[src/rtl/serial_add_sub_pkg.sv]
// Shared definitions for the serial arithmetic blocks.
// The serial multiplier is expected to reuse the state encoding.
package serial_add_sub_pkg;

  typedef enum logic [1:0] {
    S_IDLE  = 2'd0,
    S_SHIFT = 2'd1,
    S_DONE  = 2'd2
  } state_t;

endpackage

[src/rtl/full_adder.sv]
// One-bit full adder cell; the arithmetic datapath of the serial blocks.
module full_adder (
  input  logic A,
  input  logic B,
  input  logic Cin,
  output logic Sum,
  output logic Cout
);

  assign Sum  = A ^ B ^ Cin;
  assign Cout = (A & B) | (Cin & (A ^ B));

endmodule

[src/rtl/serial_add_sub.sv]
// Bit-serial adder/subtractor: operands stream LSB-first through one full_adder,
// carry registered between bits. Subtract is A + ~B + 1 with the +1 as initial carry.
module serial_add_sub
  import serial_add_sub_pkg::*;
#(
  parameter int WIDTH = 8
) (
  input  logic             clk,
  input  logic             rst_n,
  input  logic             start,
  input  logic             sub,
  input  logic [WIDTH-1:0] A,
  input  logic [WIDTH-1:0] B,
  output logic             busy,
  output logic             done,
  output logic [WIDTH-1:0] Sum,
  output logic             Cout,
  output logic             overflow
);

  localparam int CW = $clog2(WIDTH);
  localparam logic [CW-1:0] LAST = CW'(WIDTH - 1);

  state_t           state, nstate;
  logic [WIDTH-1:0] opa, opb, res;
  logic             carry;
  logic [CW-1:0]    bitcnt;
  logic             fa_sum, fa_cout;
  logic             accept, last;

  assign accept = (state == S_IDLE) && start;
  assign last   = (state == S_SHIFT) && (bitcnt == LAST);

  full_adder u_cell (
    .A   (opa[0]),
    .B   (opb[0]),
    .Cin (carry),
    .Sum (fa_sum),
    .Cout(fa_cout)
  );

  always_ff @(posedge clk or negedge rst_n) begin
    if (!rst_n) state <= S_IDLE;
    else        state <= nstate;
  end

  always_comb begin
    nstate = state;
    case (state)
      S_IDLE:  if (start) nstate = S_SHIFT;
      S_SHIFT: if (last)  nstate = S_DONE;
      S_DONE:             nstate = S_IDLE;
      default:            nstate = S_IDLE;
    endcase
  end

  always_comb begin
    busy = (state == S_SHIFT) || (state == S_DONE);
    done = (state == S_DONE);
  end

  always_ff @(posedge clk or negedge rst_n) begin
    if (!rst_n) begin
      opa    <= '0;
      opb    <= '0;
      res    <= '0;
      carry  <= 1'b0;
      bitcnt <= '0;
    end else if (accept) begin
      opa    <= A;
      opb    <= sub ? ~B : B;
      carry  <= sub;
      bitcnt <= '0;
    end else if (state == S_SHIFT) begin
      opa    <= opa >> 1;
      opb    <= opb >> 1;
      res    <= {fa_sum, res[WIDTH-1:1]};
      carry  <= fa_cout;
      bitcnt <= bitcnt + 1'b1;
    end
  end

  // Results are written on the edge entering DONE. On that last bit the
  // registered carry is the carry into the MSB, so overflow needs no extra flop.
  always_ff @(posedge clk or negedge rst_n) begin
    if (!rst_n) begin
      Sum      <= '0;
      Cout     <= 1'b0;
      overflow <= 1'b0;
    end else if (last) begin
      Sum      <= {fa_sum, res[WIDTH-1:1]};
      Cout     <= fa_cout;
      overflow <= carry ^ fa_cout;
    end
  end

endmodule

[config.mk]
export PLATFORM = sky130hd
export DESIGN_NAME = serial_add_sub
export DESIGN_NICKNAME = d
export VERILOG_FILES = /design/src/rtl/serial_add_sub_pkg.sv /design/src/rtl/full_adder.sv /design/src/rtl/serial_add_sub.sv
export SDC_FILE = /design/constraint.sdc
export NUM_CORES = 1
export LEC_CHECK = 0
export CORE_UTILIZATION = 34
export CTS_BUF_LIST = sky130_fd_sc_hd__clkbuf_4 sky130_fd_sc_hd__clkbuf_8 sky130_fd_sc_hd__clkbuf_16
export DETAILED_ROUTE_END_ITERATION = 8
export GPL_TIMING_DRIVEN = 0
export PLACE_DENSITY = 0.63
export SLEW_MARGIN = 25
export SYNTH_ARGS = -nofsm -noshare
export SYNTH_HDL_FRONTEND = slang
export SYNTH_SLANG_ARGS = --single-unit
[constraint.sdc]
create_clock -name clk -period 1.7 [get_ports clk]
set_clock_uncertainty 0.2 [all_clocks]
set_input_delay 0.34 -clock clk [delete_from_list [all_inputs] [get_ports clk]]
set_output_delay 0.34 -clock clk [all_outputs]
set_load 0.005 [all_outputs]
* Word level (Yosys, flattened, before mapping)
Cells that the tools add are included.
Operators by class: add/sub/neg operators 1, eq/ne operators 5, muxes and demuxes 12, bitwise gates (word level) 8, reductions and logical operators 7
Operators by type and width (count):
- 2-to-1 mux 8 bit | 5
- NOT 8 bit | 1
- 2-to-1 mux 3 bit | 2
- 2-to-1 mux 2 bit | 2
- inequality test 2 bit, second input constant | 2
- case mux 2 bit (2 select lines) | 1
- AND reduction 2 bit | 2
- adder 3 x 1 -> 3 bit, second input constant | 1
- == test 3 bit, second input constant | 1
- bitwise XOR 1 bit | 3
- AND 1 bit | 2
- == test 2 x 1 -> 1 bit, second input constant | 1
- == test 2 bit, second input constant | 1
- logical AND 1 bit | 2
- logical NOT 2 bit | 1
- 2-to-1 mux 1 bit | 2
- nonzero test 2 bit | 1
- logical OR 1 bit | 1
- NOT 1 bit | 1
- bitwise OR 1 bit | 1
Word-level totals: register bits 40, word-level logic and storage cells 42

* Longest topological paths before layout
Gate-level depths: netlist of the first run.
word-level depth 5, depth in mapped cells 6, mapped depth without buffers 5

* Hierarchy
From an unflattened synthesis of the first run, not the netlist that was laid out.
Unflattened totals: cell total of the unflattened synthesis 146, area total of the unflattened synthesis 1838.0 sq um
Modules (own cells, without submodules):
- serial_add_sub | instances 1, cells each 145, area each 1818.0 sq um, sequential area each 975.9 sq um
- full_adder | instances 1, cells each 1, area each 20.0 sq um, sequential area each 0.0 sq um

* Worst setup path before layout of the first run
Ideal clock, no wire load.
kind reg2reg, start point reg bitcnt[0], end point reg Cout, library setup time 0.125 ns, arrival time 1.397 ns, data required time 1.375 ns, path slack -0.022 ns, cell stages (with the launch flop) 6, path buffers 1, period minus slack after synthesis 1.722 ns, cell sequence dfrtp_1 -> ha_1 -> ha_1 -> nand2_1 -> buf_2 -> mux2_2
Between the ends: longest elaborated chain between the ends 2
RTL lines:
- start, declared | line serial_add_sub.sv:27 | logic [CW-1:0] bitcnt;
- start signal, assigned | line serial_add_sub.sv:79 | bitcnt <= bitcnt + 1'b1;
- == test 3 bit | line serial_add_sub.sv:32 | assign last = (state == S_SHIFT) && (bitcnt == LAST);
- logical AND 1 bit | line serial_add_sub.sv:32
- end signal, assigned | line serial_add_sub.sv:92 | Cout <= fa_cout;
- end, declared | line serial_add_sub.sv:17 | output logic Cout,
No other way between the ends. A chain may end at the register's enable or synchronous reset.

* Worst setup path in the final report of the first run
start point reg state[1], end point out busy
Between the ends: longest elaborated chain between the ends 2, elaborated cells between the ends (all ways) 3
RTL lines:
- start, declared | line serial_add_sub.sv:24 | state_t state, nstate;
- start signal, assigned | line serial_add_sub.sv:44 | else state <= nstate;
- == test 2 x 1 -> 1 bit / == test 2 bit (equally long branches) | line serial_add_sub.sv:58 | busy = (state == S_SHIFT) || (state == S_DONE);
- logical OR 1 bit * | line serial_add_sub.sv:58
- end, declared | line serial_add_sub.sv:14 | output logic busy,
Mark *: on every way between the ends. The rest lies on a longest branch, timed or not.

==> flow_summary_export.csv, run 1 <==
group,metric,value,unit
floorplanning,rows,26,
setup_path,critPathKind,"reg2out",
cts,clkTransAtPathRegs,0.07,ns
synthesis,synth_fp_nets,174,
setup_path,crit_chain,"buf_6 -> inv_8 -> ha_4 -> buf_6",
floorplanning,initial_utilization,35.5,%
setup_path,worst_setup_path_start_kind,"flip-flop",
final_layout,layout_common_cells,"dfrtp_1, a21oi_1, mux2i_1, clkdlybuf4s50_1, mux2_2",
detailed_routing,via_per_inst,4.59,
cts,cts-buffers-inserted,5,
placement,dp_slack,-0.140,ns
cts,htree_num_levels,2,
pwr,power_density,1680,nW/um2
sta,period_share,101,%
pwr,ir_drop,585,uV
setup_path,worst_ep_arrival_time,1.19,ns
final_layout,utilization,48.3,%
cts,cts.path.max_buffers,2,
placement,place.gp.congestion,0.743,
final_layout,num_antenna_cells,0,
floorplanning,fp.dieW,75.5,um
sta,max_freq,580,MHz
global_route,track_usage,13.8,%
global_route,grt_pass1_vias,1239,
detailed_routing,drt-total-wl,3440,um
sta,post-route-worst-setup-slack,-0.0251,ns
setup_path,cp.required,1.16,ns
detailed_routing,drc,0,
setup_path,critPathMaxStageDelay,0.40,ns
run,maxCapViolations,0,
floorplanning,die-area,5700,um2
detailed_routing,num_vias,1216,
final_layout,drive_above_1_share,29.7,%
setup_path,rr_worst_depth,7,
global_route,grt_overflow_total,0,
sta,maxSlewViolCount,0,
detailed_routing,wl_per_cell,13.0,um
setup_path,cpMaxStageDelayCell,"dfrtp_1",
synthesis,syn_area_per_cell,12.6,um2
setup_path,crit_path_frequent_cell,"buf_6",
cts,cts_tree,"done",
global_route,grt_antenna_before_repair,0,
synthesis,netlist.area_leader.share,53.1,%
final_layout,final_area,2500,um2
sta,period_minus_slack,1.73,ns
setup_path,r2r_start,"state[1]",
synthesis,synth_area_leaders,"dfrtp_1, mux2_2, mux2i_1, a21oi_1, ha_1",
placement,placedInstanceArea,2240,um2
global_route,grt_pass1_wl,5770,um
worst_hold_path,whs_path_depth,3,
setup_path,cp_top_family,"flip-flops",
cts,insertion_delay,0.29,ns
floorplanning,core-area,5170,um2
setup_path,startpoint,"state[1]",
floorplanning,pin_count,32,
setup_path,path_depth,4,
synthesis,ys_warn_count,0,
detailed_routing,drtPass1Iterations,4,
worst_hold_path,hp-class,"in2reg",
sta,slew_headroom,79.0,%
sta,finalHoldViolCount,0,
synthesis,synth_top_area_cell,"dfrtp_1",
placement,port_buffers,30,
cts,cts.sinks,39,
placement,placed_cells,247,
setup_path,crit_path_end_kind,"output pin",
setup_path,worst-path-max-fanout,4,
status,violations,"setup timing",
worst_hold_path,min-delay-start,"sub",
final_layout,finalNonFillerCells,265,
final_layout,final_common_cell,"dfrtp_1",
floorplanning,die_h,75.5,um
detailed_routing,dr.first_iter.drc_count,41,
final_layout,fillers,475,
sta,setup_viol,3,
placement,dp_hpwl,2310,um
sta,hold_slack,0.254,ns
synthesis,syn_inst,146,
synthesis,seq_area_frac_synth,53.1,%
detailed_routing,antenna_left,0,
setup_path,critPathBufInv,3,
synthesis,ys_ff_latch,39,
pwr,p_total,4.20,mW
synthesis,synth_area,1840,um2
status,status,"finished, violations left",
pwr,leakage,1.27,nW
global_route,grt_max_degree,29,
synthesis,synth.distinct_cells,23,
sta,worst_pin_slew,0.315,ns
sta,fin_setup_tns,-0.0394,ns
final_layout,nets,223,
sta,rsz0062_at_grt,"yes",
final_layout,areaGrowthSynthToFinish,35.9,%
cts,clock-root-buffer,"clkbuf_8",
report_power, final:
part / total (mW) / switching (mW) / internal, mW
clock network: 0.617 / 0.299 / 0.318
logic: 1.99 / 0.848 / 1.14
registers: 1.59 / 0.239 / 1.35
total: 4.20 / 1.39 / 2.81
layout make-up:
class	instances	area (um2)	area share, %
flip-flops and latches	39	976	39.1
multi-input cells	95	828	33.1
repair buffers	42	429	17.2
well taps	70	87.6	3.51
clock buffers	6	82.6	3.30
plain buffers	8	62.6	2.50
inverters	4	27.5	1.10
clock inverters	1	5.00	0.200
state kept, by name (all words and copies together), names as in the netlist:
signal	count
Sum	8
opa	8
opb	8
res	7
bitcnt	3
state	2
Cout	1
carry	1
overflow	1
worst min-delay path, delay by kind of cell:
| kind | cells | cell delay, ns |
|---|---|---|
| buffers and inverters | 1 | 0.18 |
| and+or+nand+nor | 1 | 0.13 |
| AOI/OAI and AO/OA | 1 | 0.05 |
per-layer routing:
| metal | vias up | global-route usage [%] | wire length [um] |
|---|---|---|---|
| met1 | 584 | 17.1 | 1560 |
| met3 | 4 | 3.57 | 154 |
| met5 | - | 0 | 0 |
| met4 | 0 | 5.56 | 41 |
| met2 | 32 | 23.0 | 1690 |
| li1 | 596 | - | - |
cells by family (layout without fill, tap and decap cells):
family                     Yosys count  in the layout  share of synthesized area [%]
buffers and inverters               12             61                           4.15
DFF                                 39             39                           53.1
AOI/OAI and AO/OA                   22             22                           7.01
xor gates and xnor gates            10             10                           4.77
and+or+nand+nor                     20             20                           4.42
adders and majority gates            8              8                           5.85
muxes                               35             35                           20.7
what timing repair did:
| item | 4_1_cts | 5_1_grt |
|---|---|---|
| pin swaps | 2 | 1 |
| hold buffers | 1 | 0 |
| endpoints found under the setup margin | 21 | 22 |
| gates cloned | 1 | 0 |
| endpoints found under the hold margin | 11 | 0 |
| buffers inserted | 8 | 1 |
| resized for setup | 23 | 11 |
synthesized netlist by cell type:
library cell	instances
xor2_1	7
ha_1	7
nand3_1	1
fa_1	1
o21ai_0	1
inv_6	1
dfrtp_1	39
a31o_2	1
nand2_2	1
buf_2	6
mux2_2	16
mux2i_1	17
and3_1	1
nand2_1	2
a21oi_1	18
xnor2_1	3
buf_8	1
mux2_4	2
nor2_1	15
o22ai_4	1
buf_6	1
inv_1	3
o21ai_1	1
path summary, 6_finish.rpt:
check,to,slack [ns]
setup / recovery,busy,-0.03
setup reg to reg,state[0],-0.01
hold reg to reg,Sum[4],0.30
min in group asynchronous,res[1],0.27
max in group asynchronous,opa[3],0.58
hold / removal,carry,0.25
Power figures use the tool's default switching activity.
==> run 2: changes to the inputs <==
Settings changed: GPL_ROUTABILITY_DRIVEN set to 0.
==> results of run 2 <==
The final DEF is identical to that of run 1; final timing and power are the same.
==> run 3: changes to the inputs <==
Settings changed: RECOVER_POWER set to 100.
==> run 3 against run 2 <==
Against the previous run:
- the flow still finishes with violations (setup timing)
- setup slack about the same
- cell area decreased by 1.8%
- global-route usage unchanged
- sequential power about the same
- worst hold slack about the same
- routed wire length decreased by 1.3%
- critical path depth unchanged
- critical endpoint unchanged
==> flow_summary_export.csv, run 3 (synthesis results as in run 1) <==
group,metric,value,unit
final_layout,utilization,47.5,%
global_route,grt_antenna_before_repair,0,
floorplanning,rows,26,
status,status,"finished, violations left",
sta,slew_headroom,53.5,%
final_layout,reg_top3,"Sum x8, opa x8, opb x8",
setup_path,rr_worst_depth,7,
placement,dp_slack,-0.140,ns
sta,maxSlewViolCount,0,
global_route,grt_max_degree,29,
sta,period_share,102,%
setup_path,worst_ep_arrival_time,1.19,ns
sta,finalHoldViolCount,0,
detailed_routing,dr.first_iter.drc_count,44,
placement,placedInstanceArea,2240,um2
floorplanning,die-area,5700,um2
pwr,leakage,1.08,nW
floorplanning,core-area,5170,um2
pwr,ir_drop,583,uV
global_route,grt_overflow_total,0,
sta,hold_slack,0.253,ns
cts,clkTransAtPathRegs,0.07,ns
setup_path,crit_path_end_kind,"output pin",
worst_hold_path,whs_path_depth,3,
worst_hold_path,hp-class,"in2reg",
final_layout,final_area,2450,um2
setup_path,r2r_start,"state[1]",
final_layout,num_antenna_cells,0,
sta,post-route-worst-setup-slack,-0.0255,ns
detailed_routing,num_vias,1215,
final_layout,drive_above_1_share,29.2,%
cts,cts_tree,"done",
setup_path,worst-path-max-fanout,4,
cts,cts.path.max_buffers,2,
setup_path,rrSetupSlack,-0.01,ns
final_layout,nets,223,
sta,rsz0062_at_grt,"yes",
global_route,track_usage,13.8,%
global_route,grt_pass1_wl,5770,um
setup_path,critPathKind,"reg2out",
setup_path,r2r-end,"state[0]",
cts,cts-buffers-inserted,5,
placement,dp_hpwl,2310,um
pwr,power_density,1700,nW/um2
final_layout,layout_common_cells,"dfrtp_1, a21oi_1, mux2i_1, clkdlybuf4s50_1, mux2_2",
floorplanning,fp.dieW,75.5,um
floorplanning,die_h,75.5,um
final_layout,finalNonFillerCells,265,
worst_hold_path,min_to,"carry",
detailed_routing,antenna_left,0,
run,maxCapViolations,0,
floorplanning,initial_utilization,35.5,%
placement,placed_cells,247,
sta,setup_viol,2,
detailed_routing,drt-total-wl,3390,um
cts,insertion_delay,0.29,ns
cts,cts.sinks,39,
status,violations,"setup timing",
placement,port_buffers,30,
setup_path,worst_setup_path_start_kind,"flip-flop",
cts,clock-root-buffer,"clkbuf_8",
global_route,grt_pass1_vias,1239,
setup_path,cp.required,1.16,ns
sta,period_minus_slack,1.73,ns
detailed_routing,drtPass1Iterations,4,
sta,fin_setup_tns,-0.0321,ns
worst_hold_path,min-delay-start,"sub",
detailed_routing,via_per_inst,4.58,
final_layout,areaGrowthSynthToFinish,33.6,%
detailed_routing,drc,0,
cts,htree_num_levels,2,
sta,worst_pin_slew,0.698,ns
pwr,p_total,4.16,mW
final_layout,final_common_cell,"dfrtp_1",
floorplanning,pin_count,32,
detailed_routing,wl_per_cell,12.8,um
sta,max_freq,580,MHz
-- run 3: worst max path at each step --
stage | to | slack (ns) | start | cells past startpoint
6_report | busy | -0.03 | state[1] | 4
3_5_place_dp | state[0] | -0.14 | state[1] | 6
2_1_floorplan | state[0] | 0.02 | state[1] | 6
5_1_grt | busy | -0.05 | state[1] | 4
4_1_cts | busy | -0.02 | state[1] | 4
3_3_place_gp | opb[5] | -0.80 | rst_n | 1
-- run 3: repair_timing --
| item | 4_1_cts | 5_1_grt |
|---|---|---|
| endpoints found under the hold margin | 11 | 0 |
| pin swaps | 2 | 1 |
| cloned | 1 | 0 |
| hold buffers | 1 | 0 |
| resized for setup | 23 | 11 |
| setup endpoints to repair | 21 | 22 |
| setup buffers | 8 | 1 |
-- run 3: power breakdown --
part	internal (mW)	switching, mW
Combinational	1.11	0.838
Sequential	1.35	0.241
Clock	0.318	0.299
Total	2.79	1.38
-- run 3: area by class of cell --
class / count / area [um2]
fillers: 482 / 2720
flip-flops and latches: 39 / 976
multi-input cells: 95 / 828
repair buffers: 42 / 389
well taps: 70 / 87.6
clock buffers: 6 / 82.6
plain buffers: 8 / 58.8
inverters: 4 / 27.5
clock inverters: 1 / 5.00
-- run 3: metal layers --
metal | up-vias | share of wire [%] | track usage, %
li1 | 597 | - | -
met1 | 582 | 44 | 17.1
met2 | 32 | 50 | 23.0
met3 | 4 | 4.7 | 3.57
met4 | 0 | 1.2 | 5.56
met5 | - | 0 | 0
-- run 3: worst max-delay path, stage by stage, from the launching register on --
cell and delay, ns:
dfrtp_1 0.40, buf_6 0.14, inv_8 0.06, ha_4 0.19, buf_6 0.11
